$ cat src/rtl/position_control.sv
// Player position controller: turns direction key pulses into a tile-map move request,
// waits for the legality verdict and commits a legal move by rewriting two tiles.
module position_control #(
  parameter int MAX_COORD = 23,
  parameter int START_X   = 0,
  parameter int START_Y   = 0,
  parameter int TIMEOUT   = 63
) (
  input  logic       clock,
  input  logic       resetn,
  input  logic       externalReset,
  input  logic       keyLeft,
  input  logic       keyRight,
  input  logic       keyUp,
  input  logic       keyDown,
  input  logic       doneCheckLegal,
  input  logic       isLegal,
  input  logic       gameWon,
  input  logic       gameOver,
  output logic [4:0] x,
  output logic [4:0] y,
  output logic       moveLeft,
  output logic       moveRight,
  output logic       moveUp,
  output logic       moveDown,
  output logic       doneChangePosition,
  output logic [9:0] memAddress,
  output logic [2:0] memWriteData,
  output logic       memWriteEn,
  output logic       moveTaken,
  output logic       busy
);

  localparam int              CNT_W         = (TIMEOUT > 1) ? $clog2(TIMEOUT + 1) : 1;
  localparam logic [CNT_W-1:0] TIMEOUT_C    = CNT_W'(TIMEOUT);
  localparam logic [4:0]      MAX_C         = 5'(MAX_COORD);
  localparam logic [4:0]      START_XC      = 5'(START_X);
  localparam logic [4:0]      START_YC      = 5'(START_Y);
  localparam logic [2:0]      AVAILABLE     = 3'd1;
  localparam logic [2:0]      YOUR_POSITION = 3'd4;

  typedef enum logic [3:0] {
    IDLE, LATCH, READ_WAIT, PRESENT, WAIT_CHECK, ERASE, DRAW, DONE, HALT
  } state_t;

  state_t           state, nextState;
  logic [3:0]       dir, dirNxt;
  logic [3:0]       keyDir;
  logic             anyKey;
  logic [4:0]       stepX, stepY;
  logic [4:0]       candX, candY, candXNxt, candYNxt;
  logic [4:0]       xNxt, yNxt;
  logic [CNT_W-1:0] count, countNxt;
  logic [9:0]       addrNxt;
  logic [2:0]       wdNxt;
  logic             weNxt, dcpNxt, takenNxt, busyNxt;

  // dir is one-hot {up, down, left, right}
  assign {moveUp, moveDown, moveLeft, moveRight} = dir;

  always_comb begin
    keyDir = 4'b0000;
    if (keyUp)         keyDir = 4'b1000;
    else if (keyDown)  keyDir = 4'b0100;
    else if (keyLeft)  keyDir = 4'b0010;
    else if (keyRight) keyDir = 4'b0001;
  end

  assign anyKey = |keyDir;

  // A move into the border yields the current tile; the checker rejects it.
  always_comb begin
    stepX = x;
    stepY = y;
    if (dir[3]) begin
      if (y != 5'd0) stepY = y - 5'd1;
    end else if (dir[2]) begin
      if (y != MAX_C) stepY = y + 5'd1;
    end else if (dir[1]) begin
      if (x != 5'd0) stepX = x - 5'd1;
    end else if (dir[0]) begin
      if (x != MAX_C) stepX = x + 5'd1;
    end
  end

  always_comb begin
    nextState = state;
    case (state)
      IDLE: begin
        if (gameWon || gameOver) nextState = HALT;
        else if (anyKey)         nextState = LATCH;
      end
      LATCH:     nextState = READ_WAIT;
      READ_WAIT: nextState = PRESENT;
      PRESENT:   nextState = WAIT_CHECK;
      WAIT_CHECK: begin
        if (doneCheckLegal && isLegal) nextState = ERASE;
        else if (doneCheckLegal)       nextState = IDLE;
        else if (gameOver)             nextState = HALT;
        else if (count == TIMEOUT_C)   nextState = IDLE;
      end
      ERASE:   nextState = DRAW;
      DRAW:    nextState = DONE;
      DONE:    nextState = IDLE;
      HALT:    nextState = HALT;
      default: nextState = IDLE;
    endcase
    if (externalReset) nextState = IDLE;
  end

  // Output values for the coming cycle, registered below.
  always_comb begin
    xNxt     = x;
    yNxt     = y;
    dirNxt   = dir;
    candXNxt = candX;
    candYNxt = candY;
    countNxt = count;
    addrNxt  = memAddress;
    wdNxt    = memWriteData;
    weNxt    = 1'b0;
    dcpNxt   = 1'b0;
    takenNxt = 1'b0;
    busyNxt  = (nextState != IDLE) && (nextState != HALT);
    case (state)
      IDLE: begin
        if (nextState == LATCH) dirNxt = keyDir;
      end
      LATCH: begin
        candXNxt = stepX;
        candYNxt = stepY;
        addrNxt  = {stepY, stepX};
      end
      READ_WAIT: dcpNxt = 1'b1;
      PRESENT:   countNxt = '0;
      WAIT_CHECK: begin
        countNxt = count + CNT_W'(1);
        if (nextState == ERASE) begin
          addrNxt = {y, x};
          wdNxt   = AVAILABLE;
          weNxt   = 1'b1;
        end else if (nextState != WAIT_CHECK) begin
          dirNxt = 4'b0000;
        end
      end
      ERASE: begin
        addrNxt = {candY, candX};
        wdNxt   = YOUR_POSITION;
        weNxt   = 1'b1;
      end
      DRAW: begin
        xNxt     = candX;
        yNxt     = candY;
        takenNxt = 1'b1;
        dirNxt   = 4'b0000;
      end
      default: ;
    endcase
    if (externalReset) begin
      xNxt     = START_XC;
      yNxt     = START_YC;
      dirNxt   = 4'b0000;
      countNxt = '0;
      addrNxt  = {START_YC, START_XC};
      wdNxt    = 3'd0;
      weNxt    = 1'b0;
      dcpNxt   = 1'b0;
      takenNxt = 1'b0;
      busyNxt  = 1'b0;
    end
  end

  always_ff @(posedge clock or negedge resetn) begin
    if (!resetn) begin
      state              <= IDLE;
      x                  <= START_XC;
      y                  <= START_YC;
      dir                <= 4'b0000;
      candX              <= START_XC;
      candY              <= START_YC;
      count              <= '0;
      memAddress         <= {START_YC, START_XC};
      memWriteData       <= 3'd0;
      memWriteEn         <= 1'b0;
      doneChangePosition <= 1'b0;
      moveTaken          <= 1'b0;
      busy               <= 1'b0;
    end else begin
      state              <= nextState;
      x                  <= xNxt;
      y                  <= yNxt;
      dir                <= dirNxt;
      candX              <= candXNxt;
      candY              <= candYNxt;
      count              <= countNxt;
      memAddress         <= addrNxt;
      memWriteData       <= wdNxt;
      memWriteEn         <= weNxt;
      doneChangePosition <= dcpNxt;
      moveTaken          <= takenNxt;
      busy               <= busyNxt;
    end
  end

endmodule

$ cat config.mk
export PLATFORM = sky130hd
export DESIGN_NAME = position_control
export DESIGN_NICKNAME = d
export VERILOG_FILES = /design/src/rtl/position_control.sv
export SDC_FILE = /design/constraint.sdc
export NUM_CORES = 1
export LEC_CHECK = 0
export ABC_AREA = 1
export CAP_MARGIN = 20
export CORE_UTILIZATION = 31
export CTS_CLUSTER_DIAMETER = 40
export DETAILED_ROUTE_END_ITERATION = 8
export PLACE_DENSITY = 0.6
export SLEW_MARGIN = 20
export SYNTH_ARGS = -nofsm -noshare
export SYNTH_HDL_FRONTEND = slang
export SYNTH_SLANG_ARGS = --single-unit
$ cat constraint.sdc
create_clock -name clock -period 3.7 [get_ports clock]
set_input_delay 0.74 -clock clock [delete_from_list [all_inputs] [get_ports clock]]
set_output_delay 0.74 -clock clock [all_outputs]
set_load 0.1 [all_outputs]
---- Word-level counts from Yosys, hierarchy flattened ----
Index checks and enable logic that the tools add are counted.
storage, ports and cells
  input port bits ......................... 11
  output and inout bits ................... 31
  logic and storage cells ................. 99
  register bits ........................... 51
operators by class
  add/subtract/negate cells ............... 5
  reductions and logical operators ........ 16
  equal/unequal tests ..................... 18
  multiplexer cells ....................... 47
operators with widths
  operator                                           number
  two-way mux 5 bit                                  14
  two-way mux 4 bit                                  12
  case mux 4 bit (8 select lines)                    1
  case mux 10 bit (3 select lines)                   1
  two-way mux 10 bit                                 2
  == test 4 x 3 -> 1 bit (second input constant)     4
  inequality test 3 bit (second input constant)      4
  case mux 4 bit (3 select lines)                    1
  case mux 6 bit (2 select lines)                    1
  nonzero test 4 bit                                 3
  adder 5 x 1 -> 5 bit (second input constant)       2
  inequality test 5 bit (second input constant)      2
  nonzero test 5 bit                                 2
  subtractor 5 x 1 -> 5 bit (second input constant)  2
  two-way mux 3 bit                                  3
  == test 4 x 1 -> 1 bit (second input constant)     2
  == test 4 x 2 -> 1 bit (second input constant)     2
  two-way mux 1 bit                                  8
  adder 6 x 1 -> 6 bit (second input constant)       1
  == test 6 bit (second input constant)              1
  two-way mux 6 bit                                  1
  case mux 3 bit (2 select lines)                    1
  nonzero test 3 bit                                 2
  == test 4 bit (second input constant)              1
  other kinds (11)                                   13

---- Depth between registers and ports, before layout ----
Gate-level depths: netlist of run 1.
  depth after elaboration ................. 14
  mapped depth ............................ 14
  gate-level depth less buffers ........... 14

---- Least setup slack after synthesis of run 1 ----
No wires, ideal clock.
  path kind ............................... reg2reg
  start ................................... register y[0]
  end ..................................... register memAddress[5]
  path buffers ............................ 0
  setup slack ............................. 1.309 ns
  setup time .............................. 0.122 ns
  period minus slack after synthesis ...... 2.391 ns
  stages on the path, launching flop included .. 12
  data required time ...................... 3.578 ns
  arrival ................................. 2.269 ns
  cell sequence ........................... dfrtp_1 > inv_1 > ha_1 > nand2_1 > nor2_1 > nand2_1 > nand2_1 > o21ai_0 > xor2_1 > nand2_1 > nand3_1 > o21ai_2
on the way
  word-level cells in the longest chain between the ends .. 6
  elaborated cells between the ends (all ways) .. 11
  those cells by class .................... add/sub (2); eq/ne (1); mux (7); reduce/logical (1)
ends and longest elaborated chain
  element                                                        RTL line  text
  from (decl)                                                    21        output logic [4:0] y,
  from (signal assigned)                                         191       y <= yNxt;
  adder 5 x 1 -> 5 bit or inequality test 5 bit (tied branches)  78        if (y != MAX_C) stepY = y + 5'd1;
  two-way mux 5 bit                                              78
  two-way mux 5 bit                                              77        end else if (dir[2]) begin
  two-way mux 5 bit                                              75        if (dir[3]) begin
  case mux 10 bit (3 select lines) *                             125       case (state)
  two-way mux 10 bit *                                           159       if (externalReset) begin
  to (signal assigned)                                           182       memAddress <= {START_YC, START_XC};
  to (signal assigned)                                           196       memAddress <= addrNxt;
  to (decl)                                                      27        output logic [9:0] memAddress,
Every way passes the cells marked *; elsewhere a longest branch is shown, timed or not. The select of a mux whose other input is x is not followed.
A chain may end at the register's enable or synchronous reset.

---- Final worst setup path of run 1 ----
  start ................................... register dir[3]
  end ..................................... output moveUp
RTL lines
  element                 RTL line  text
  from (decl)             47        logic [3:0] dir, dirNxt;
  from (signal assigned)  192       dir <= dirNxt;
  to (decl)               24        output logic moveUp,
No word-level cell between the ends.

==> flow_summary_export.csv, run 1 <==
group,metric,value,unit
outcome,status,"finished clean",
power,p_leak,1.63,nW
logic_synthesis,synth_most_common_cell,"nand2_1",
route,vias,2757,
critical_path,worst-path-buf-inv,1,
logic_synthesis,netlist_instances,382,
cts,h-tree-depth,2,
sta,worst_pin_slew,0.982,ns
final_layout,drive_gt1_share,10.2,%
grt,grt_overflow,0,
critical_path,required,2.96,ns
route,first_pass_iters,4,
route,dr.first_iter.drc_count,161,
sta,relSlewSlack,34.3,%
cts,cts_root_buf,"clkbuf_8",
sta,slew_violations,0,
route,drc,0,
placed_design,hpwl,5600,µm
critical_path,critPathCaptureType,"primary output",
cts,clockBufferDepth,2,
floorplanning,initial_utilization,32.1,%
cts,ctsHoldBuffers,0,
placed_design,dp_cells,543,
floorplanning,die_w,99.7,µm
sta,period_minus_slack,2.81,ns
critical_path,timing.rr.start,"state[0]$_DFF_PN0_",
logic_synthesis,ys_seq_area_share,42.2,%
logic_synthesis,synth_edf_count,0,
cts,cts_sinks,50,
sta,finalSetupViolations,0,
critical_path,crit_type,"register to primary output",
sta,skew,0.00612,ns
floorplanning,boundaryPins,42,
critical_path,max_stage_delay,1.21,ns
sta,fmax,356,MHz
power,peakVddDrop,0.000186,V
critical_path,arrival,2.07,ns
logic_synthesis,synth_flop_cell,"dfrtp_1",
grt,antenna_found_initial,0,
power,p_per_area,353,nW/µm²
logic_synthesis,synth_top_area_share,42.2,%
floorplanning,dieArea,9950,µm²
route,drt-total-wl,7500,µm
logic_synthesis,synthTopCellsByCount,"nand2_1 (87), dfrtp_1 (50), inv_1 (42)",
cts,post_cts_resized,0,
sta,setup_tns,0,ns
final_layout,diodes,0,
sta,period_share,75.8,%
final_layout,areaGrowthSynthToFinish,20.5,%
critical_path,cp-start-kind,"register",
logic_synthesis,syn-num-nets,398,
sta,hold_viol,0,
final_layout,fillCellCount,943,
final_layout,layout.cells.non_filler,551,
logic_synthesis,ys_top_cells_by_area,"dfrtp_1 (42%), nand2_1 (11%), nand3_1 (5.7%)",
logic_synthesis,syn-mean-instance-area,7.75,µm²
grt,grt_start_max_net_pins,31,
critical_path,slowest_stage,"clkdlybuf4s50_1",
cts,cts_setup_buffers,0,
critical_path,crit_chain,"clkdlybuf4s50_1",
route,antenna_left,0,
grt,grt_usage,16.4,%
cts,cts_made_buffers,5,
floorplanning,coreArea,9240,µm²
placed_design,portBuffers,40,
logic_synthesis,netlist_area,2960,µm²
final_layout,nets,437,
floorplanning,die_h,99.7,µm
final_layout,ff_latch_area,1250,µm²
critical_path,r2r_slack,1.23,ns
cts,clkLatencyLatePin,0.31,ns
floorplanning,num_rows,35,
grt,grt_pass1_vias,2685,
logic_synthesis,ys_warn_count,0,
critical_path,reg2reg_depth,9,
sta,rsz0062_at_grt,"false",
route,vias_per_cell,5.00,
logic_synthesis,synth_async_sr_flop_share,100,%
final_layout,multi_input_comb_area,1460,µm²
worst_hold_path,hold_path.class,"primary input to asynchronous set/reset pin",
cts,path_clk_slew,0.10,ns
critical_path,r2r-end,"memAddress[0]$_DFFE_PN0P_",
logic_synthesis,ys_ff_latch,50,
placed_design,gp_congestion,0.889,
cts,cts_tree,"yes",
flow_run,drv_cap,0,
critical_path,cp_top_family,"buffers and inverters",
critical_path,path_max_fanout,8,
route,avgRoutedWirePerCell,13.6,µm
logic_synthesis,synth_top_area_cell,"dfrtp_1",
grt,grt_pass1_wl,13000,µm
logic_synthesis,yosysUniqueCellTypes,35,
where the power goes:
| part | total (mW) | switching (mW) | internal, mW |
|---|---|---|---|
| Combinational | 0.294 | 0.208 | 0.0855 |
| Clock | 0.331 | 0.198 | 0.133 |
| Sequential | 0.636 | 0.0414 | 0.595 |
| Total | 1.26 | 0.447 | 0.814 |
metrics by stage:
| step | instance area (µm²) | util (%) | setup WS [ns] | total power, mW | hold WS, ns |
|---|---|---|---|---|---|
| 6_report | 3570 | 38.6 | 0.895 | 1.26 | 0.377 |
| 5_1_grt | 3570 | 38.6 | 0.842 | 1.34 | 0.395 |
| 4_1_cts | 3570 | 38.6 | 0.900 | 1.27 | 0.392 |
| 3_5_place_dp | 3480 | 37.6 | 1.11 | 0.939 | 0.473 |
| 3_3_place_gp | 3480 | 37.6 | 1.18 | 0.934 | 0.471 |
| 2_1_floorplan | 2960 | - | 1.31 | 0.859 | 0.444 |
final cells by class:
cell class / instances / area share [%]
Multi-Input combinational cell: 272 / 41.0
Sequential cell: 50 / 35.1
Timing Repair Buffer: 44 / 11.9
Clock buffer: 5 / 1.93
Clock inverter: 3 / 0.596
Tap cell: 129 / 4.52
Inverter: 48 / 5.05
metal layers:
| layer | track usage [%] | vias to the layer above | wire length (µm) |
|---|---|---|---|
| met3 | 2.74 | 9 | 383 |
| met2 | 24.7 | 74 | 3370 |
| met4 | 5.43 | 0 | 90 |
| li1 | - | 1369 | - |
| met1 | 23.7 | 1305 | 3660 |
| met5 | 0 | - | 0 |
registers in the layout (all words and copies together), names as in the netlist, 4 cells and up:
name / count
memAddress: 10
candX: 5
x: 5
y: 5
state: 4
dir: 4
count: 6
candY: 5
logic make-up after synthesis:
family	synth area share, %
AO/OA/AOI/OAI	17.0
XOR/XNOR	1.77
adder cells (fa/ha/maj)	2.11
buffers and inverters	8.36
flip-flops	42.2
other	0.127
AND/OR/NAND/NOR	28.3
layout by cell type, fill, tap and decap left out, drive strengths merged, types with 7 or more instances in the layout:
cell type / instances
inv: 46
nand3: 38
a31oi: 9
clkdlybuf4s50: 38
o221ai: 9
nand4: 11
nand2: 91
nor3: 7
nor2: 35
o21ai: 30
a21oi: 13
o22ai: 11
dfrtp: 50
how the worst max path moves through the flow:
stage | startpoint | slack (ns) | to | depth (start not counted)
floorplan | y[0]$_DFFE_PN0P_ | 1.31 | memAddress[5]$_DFFE_PN0P_ | 11
global placement | externalReset | 1.18 | dir[2]$_DFFE_PN0P_ | 9
detailed placement | keyUp | 1.11 | memAddress[2]$_DFFE_PN0P_ | 10
CTS | dir[3]$_DFFE_PN0P_ | 0.90 | moveUp | 1
global route | dir[3]$_DFFE_PN0P_ | 0.84 | moveUp | 1
finish | dir[3]$_DFFE_PN0P_ | 0.89 | moveUp | 1
Note: power is estimated with default switching activity, not from simulation.
==> run 2: changes to the inputs <==
Clock period 3.7 ns to 2.8 ns, I/O delays scaled along.
==> run 2 against run 1 <==
Setup slack lost 0.25 ns. Clock-buffer cell count is the same. Design area shrank 1.8%. Combinational power grew 29%. Highest routed layer unchanged. Flip-flop and latch count is the same. Largest cell class unchanged. Final cell count grew 0.18%. Critical endpoint is now memAddress[0]$_DFFE_PN0P_. Global-route usage shrank 0.47 points. Routed wire length shrank 1.1%. Critical path depth grew 9.
==> flow_summary_export.csv, run 2 (synthesis gave the netlist of run 1 again) <==
group,metric,value,unit
outcome,status,"finished clean",
grt,grt_usage,15.9,%
sta,worst_pin_slew,0.645,ns
floorplanning,dieArea,9950,µm²
floorplanning,initial_utilization,32.1,%
cts,cts_root_buf,"clkbuf_8",
grt,antenna_found_initial,0,
floorplanning,die_h,99.7,µm
placed_design,hpwl,5450,µm
critical_path,endpoint,"memAddress[0]$_DFFE_PN0P_",
route,avgRoutedWirePerCell,13.4,µm
route,antenna_left,0,
sta,relSlewSlack,57.0,%
grt,grt_pass1_wl,12700,µm
final_layout,diodes,0,
final_layout,largestRegisters,"memAddress (10), count (6)",
floorplanning,die_w,99.7,µm
sta,finalSetupViolations,0,
cts,h-tree-depth,2,
final_layout,largest-register,"memAddress",
critical_path,arrival,2.34,ns
floorplanning,num_rows,35,
sta,hold_slack,0.355,ns
placed_design,portBuffers,40,
sta,slew_violations,0,
cts,ctsHoldBuffers,0,
critical_path,cp-start-kind,"register",
sta,skew,0.00624,ns
final_layout,largest_reg_flops,10,
cts,cts_sinks,50,
cts,clkLatencyLatePin,0.31,ns
worst_hold_path,hold_path.class,"primary input to asynchronous set/reset pin",
placed_design,gp_congestion,0.849,
critical_path,r2r-end,"memAddress[0]$_DFFE_PN0P_",
critical_path,reg2reg_depth,10,
cts,clockBufferDepth,2,
cts,post_cts_resized,0,
critical_path,timing.rr.start,"state[3]$_DFF_PN0_",
cts,path_clk_slew,0.10,ns
final_layout,final_common_cell,"nand2_1",
grt,grt_pass1_vias,2603,
sta,fmax,465,MHz
sta,period_share,76.8,%
final_layout,drive_gt1_share,17.3,%
route,first_pass_iters,4,
sta,hold_viol,0,
power,p_per_area,470,nW/µm²
critical_path,startpoint,"state[3]$_DFF_PN0_",
final_layout,areaGrowthSynthToFinish,18.3,%
critical_path,path_max_fanout,20,
route,drt-total-wl,7420,µm
cts,cts_made_buffers,5,
grt,grt_start_max_net_pins,51,
floorplanning,coreArea,9240,µm²
sta,rsz0062_at_grt,"false",
route,vias,2694,
flow_run,drv_cap,0,
critical_path,required,2.99,ns
sta,setup_tns,0,ns
power,p_leak,1.69,nW
critical_path,critPathCaptureType,"register",
power,peakVddDrop,0.000199,V
critical_path,crit_type,"register to register",
route,dr.first_iter.drc_count,159,
sta,period_minus_slack,2.15,ns
route,drc,0,
final_layout,most-common-layout-cells,"nand2_1 (87), dfrtp_1 (50), inv_1 (42)",
route,vias_per_cell,4.88,
cts,cts_tree,"yes",
grt,grt_overflow,0,
critical_path,r2r_slack,0.65,ns
floorplanning,boundaryPins,42,
final_layout,nets,439,
cts,cts_setup_buffers,0,
## run 2: final cells by class
cell class	instances	area, µm²
Multi-Input combinational cell	272	1460
Clock inverter	2	15.0
Clock buffer	5	68.8
Fill cell	1005	5740
Inverter	48	180
Timing Repair Buffer	46	365
Sequential cell	50	1250
Tap cell	129	161
## run 2: routing by layer
metal  track usage [%]  share of wire (%)  wire, µm
met3              2.39                3.5       258
met5                 0                  0         0
met4              5.43                1.3        98
met1              23.0                 52      3850
met2              24.2                 43      3210
## run 2: stage by stage
| step | instances | power (mW) | instance area (µm²) | utilization [%] | setup slack (ns) |
|---|---|---|---|---|---|
| after floorplan | 382 | 1.13 | 2960 | - | 0.409 |
| after global placement | 545 | 1.23 | 3420 | 37.0 | 0.396 |
| after detailed placement | 545 | 1.24 | 3420 | 37.0 | 0.365 |
| after CTS | 552 | 1.67 | 3500 | 37.9 | 0.641 |
| after global routing | 552 | 1.74 | 3500 | 37.9 | 0.428 |
| final | 552 | 1.65 | 3500 | 37.9 | 0.649 |
## run 2: power breakdown
part           internal, mW  leakage (nW)  switching [mW]  total [mW]
clock network         0.171        0.0362           0.253       0.425
registers             0.786         0.681          0.0564       0.842
logic                 0.110         0.973           0.268       0.379
## run 2: worst min path at each step
stage | from | endpoint | cells after the start
2_1_floorplan | resetn | busy$_DFF_PN0_ | 0
3_3_place_gp | candY[2]$_DFFE_PN0P_ | candY[2]$_DFFE_PN0P_ | 2
3_5_place_dp | candX[4]$_DFFE_PN0P_ | candX[4]$_DFFE_PN0P_ | 2
4_1_cts | resetn | doneChangePosition$_DFF_PN0_ | 2
5_1_grt | resetn | doneChangePosition$_DFF_PN0_ | 2
6_report | resetn | state[2]$_DFF_PN0_ | 2
## run 2: worst max-delay path: stages (launching register included)
cell and delay (ns):
dfrtp_1 0.50, nor2_4 0.23, nand2_2 0.22, inv_2 0.16, nand2_1 0.09, nand2_2 0.10, nand4_2 0.13, nand2_1 0.12
nand2_2 0.26, nand2_1 0.17, o21ai_2 0.06
==> run 3: changes to the inputs <==
Settings changed: PLACE_DENSITY 0.6 to 0.62.
Clock period 2.8 ns to 1.9 ns, I/O delays scaled along.
==> run 3 against run 2 <==
Combinational power rose by 71%. Sequential share of layout area is 5.3 points lower. Flip-flop and latch count unchanged. Register-to-register slack worse by 0.55 ns. Non-clock buffer count increased by 29. Setup slack got worse by 0.55 ns. Maximum frequency is 19% higher. Die area unchanged. Sequential power rose by 48%. Final cell count increased by 5.4%. Largest power group unchanged. Highest routed layer unchanged.
==> flow_summary_export.csv, run 3 (synthesis gave the netlist of run 1 again) <==
group,metric,value,unit
floorplanning,boundaryPins,42,
critical_path,cp_top_family,"simple AND/OR/NAND/NOR gates",
cts,path_clk_slew,0.09,ns
route,drt-total-wl,7710,µm
cts,cts_made_buffers,5,
final_layout,drive_gt1_share,30.2,%
sta,finalSetupViolations,0,
critical_path,slowest_stage,"dfrtp_1",
route,drc,0,
final_layout,largestRegisters,"memAddress (10), count (6)",
final_layout,final_common_cell,"nand2_1",
floorplanning,coreArea,9240,µm²
power,peakVddDrop,0.000356,V
cts,cts_sinks,50,
final_layout,diodes,0,
critical_path,path_max_fanout,5,
cts,clockBufferDepth,2,
critical_path,cp_num_cells,14,
critical_path,r2r-end,"dir[3]$_DFFE_PN0P_",
final_layout,fillCellCount,900,
cts,ctsHoldBuffers,0,
power,p_per_area,635,nW/µm²
route,avgRoutedWirePerCell,13.2,µm
grt,grt_overflow,0,
critical_path,cp-start-kind,"register",
grt,busiest_layer,"met2",
sta,hold_viol,0,
critical_path,crit_type,"register to register",
final_layout,areaGrowthSynthToFinish,42.1,%
floorplanning,dieArea,9950,µm²
grt,grt_use_met3,2.67,%
grt,grt_pass1_wl,12700,µm
critical_path,critPathCaptureType,"register",
sta,final_critical_path_setup_slack,0.0946,ns
floorplanning,die_w,99.7,µm
critical_path,arrival,2.01,ns
grt,grt_start_max_net_pins,51,
grt,grt_pass1_vias,2609,
final_layout,largest_reg_flops,10,
route,antenna_left,0,
placed_design,hpwl,5650,µm
grt,grt_usage,16.1,%
placed_design,portBuffers,40,
final_layout,nets,468,
floorplanning,num_rows,35,
power,total_power,2.67,mW
cts,h-tree-depth,2,
critical_path,worst-path-buf-inv,0,
critical_path,reg2reg_depth,14,
critical_path,r2r_slack,0.09,ns
final_layout,final_util,45.5,%
cts,clkLatencyLatePin,0.31,ns
worst_hold_path,hold_path.class,"primary input to asynchronous set/reset pin",
route,dr.first_iter.drc_count,133,
outcome,status,"finished clean",
floorplanning,die_h,99.7,µm
grt,grtUsageMet1,23.2,%
flow_run,drv_cap,0,
sta,fmax,554,MHz
critical_path,max_stage_delay,0.40,ns
cts,cts_tree,"yes",
final_layout,most-common-layout-cells,"nand2_1 (77), inv_1 (39), dfrtp_1 (37), buf_4 (37), nand3_1 (33)",
cts,cts_root_buf,"clkbuf_8",
critical_path,endpoint,"dir[3]$_DFFE_PN0P_",
sta,period_share,95.0,%
critical_path,crit_path_frequent_cell,"nand2_2",
critical_path,required,2.11,ns
critical_path,startpoint,"count[0]$_DFFE_PN0P_",
critical_path,crit_chain,"ha_2 -> nand2_2 -> nor2_4 -> nand2_2 -> nand2_1 -> nand2_1 -> nand2_1 -> nand2_2 -> nand3_2 -> nor2_4 -> nor2_4 -> nand3_2 -> nand2_2 -> nand2_2",
final_layout,largest-register,"memAddress",
floorplanning,initial_utilization,32.1,%
sta,period_minus_slack,1.81,ns
sta,rsz0062_at_grt,"true",
route,vias,2901,
route,vias_per_cell,4.98,
power,p_leak,1.92,nW
route,first_pass_iters,5,
grt,gr-usage-met2,24.2,%
sta,skew,0.00953,ns
grt,antenna_found_initial,0,
placed_design,gp_congestion,0.812,
sta,slew_violations,0,
placed_design,dp_slack,-0.161,ns
critical_path,timing.rr.start,"count[0]$_DFFE_PN0P_",
## run 3: report_power, final
group	switching [mW]	internal, mW
registers	0.0939	1.16
logic	0.416	0.232
clock network	0.376	0.395
## run 3: repair_timing
action / in CTS / in global routing
buffers inserted: 0 / 4
endpoints found under the setup margin: 0 / 16
resized for setup: 0 / 27
## run 3: layout make-up
type / count / area (µm²) / area share (%)
clock inverter: 3 / 43.8 / 1.04
sequential: 50 / 1280 / 30.4
multi-input combinational: 272 / 1540 / 36.6
tap: 129 / 161 / 3.84
clock buffer: 5 / 68.8 / 1.64
inverter: 48 / 183 / 4.34
timing repair buffer: 75 / 933 / 22.2
## run 3: per-layer routing
| layer | routed length (µm) | up-vias |
|---|---|---|
| met5 | 0 | - |
| met4 | 162 | 0 |
| met3 | 299 | 14 |
| met2 | 3530 | 67 |
| met1 | 3720 | 1389 |
| li1 | - | 1431 |
## run 3: worst reg2reg max path: cells and delay by family, from the launching register on
family / cells / cell delay, ns
and+or+nand+nor: 13 / 1.12
DFF: 1 / 0.40
adders and majority gates: 1 / 0.21
## run 3: worst min-delay path by stage
stage                     slack, ns               end  startpoint
final                          0.04    busy$_DFF_PN0_      resetn
after detailed placement       0.39    busy$_DFF_PN0_      resetn
after CTS                      0.05    busy$_DFF_PN0_      resetn
after floorplan                0.08    busy$_DFF_PN0_      resetn
after global routing           0.07  y[0]$_DFFE_PN0P_      resetn
after global placement         0.39    busy$_DFF_PN0_      resetn
## run 3: metrics by stage
stage | cells | cell area (µm²) | setup TNS, ns | hold WS (ns)
3_5_place_dp | 570 | 3990 | -1.76 | 0.392
2_1_floorplan | 382 | 2990 | -0.0741 | 0.0844
5_1_grt | 582 | 4210 | -0.345 | 0.0692
6_report | 582 | 4210 | 0 | 0.0351
3_3_place_gp | 570 | 3990 | -1.30 | 0.388
4_1_cts | 578 | 4100 | 0 | 0.0531
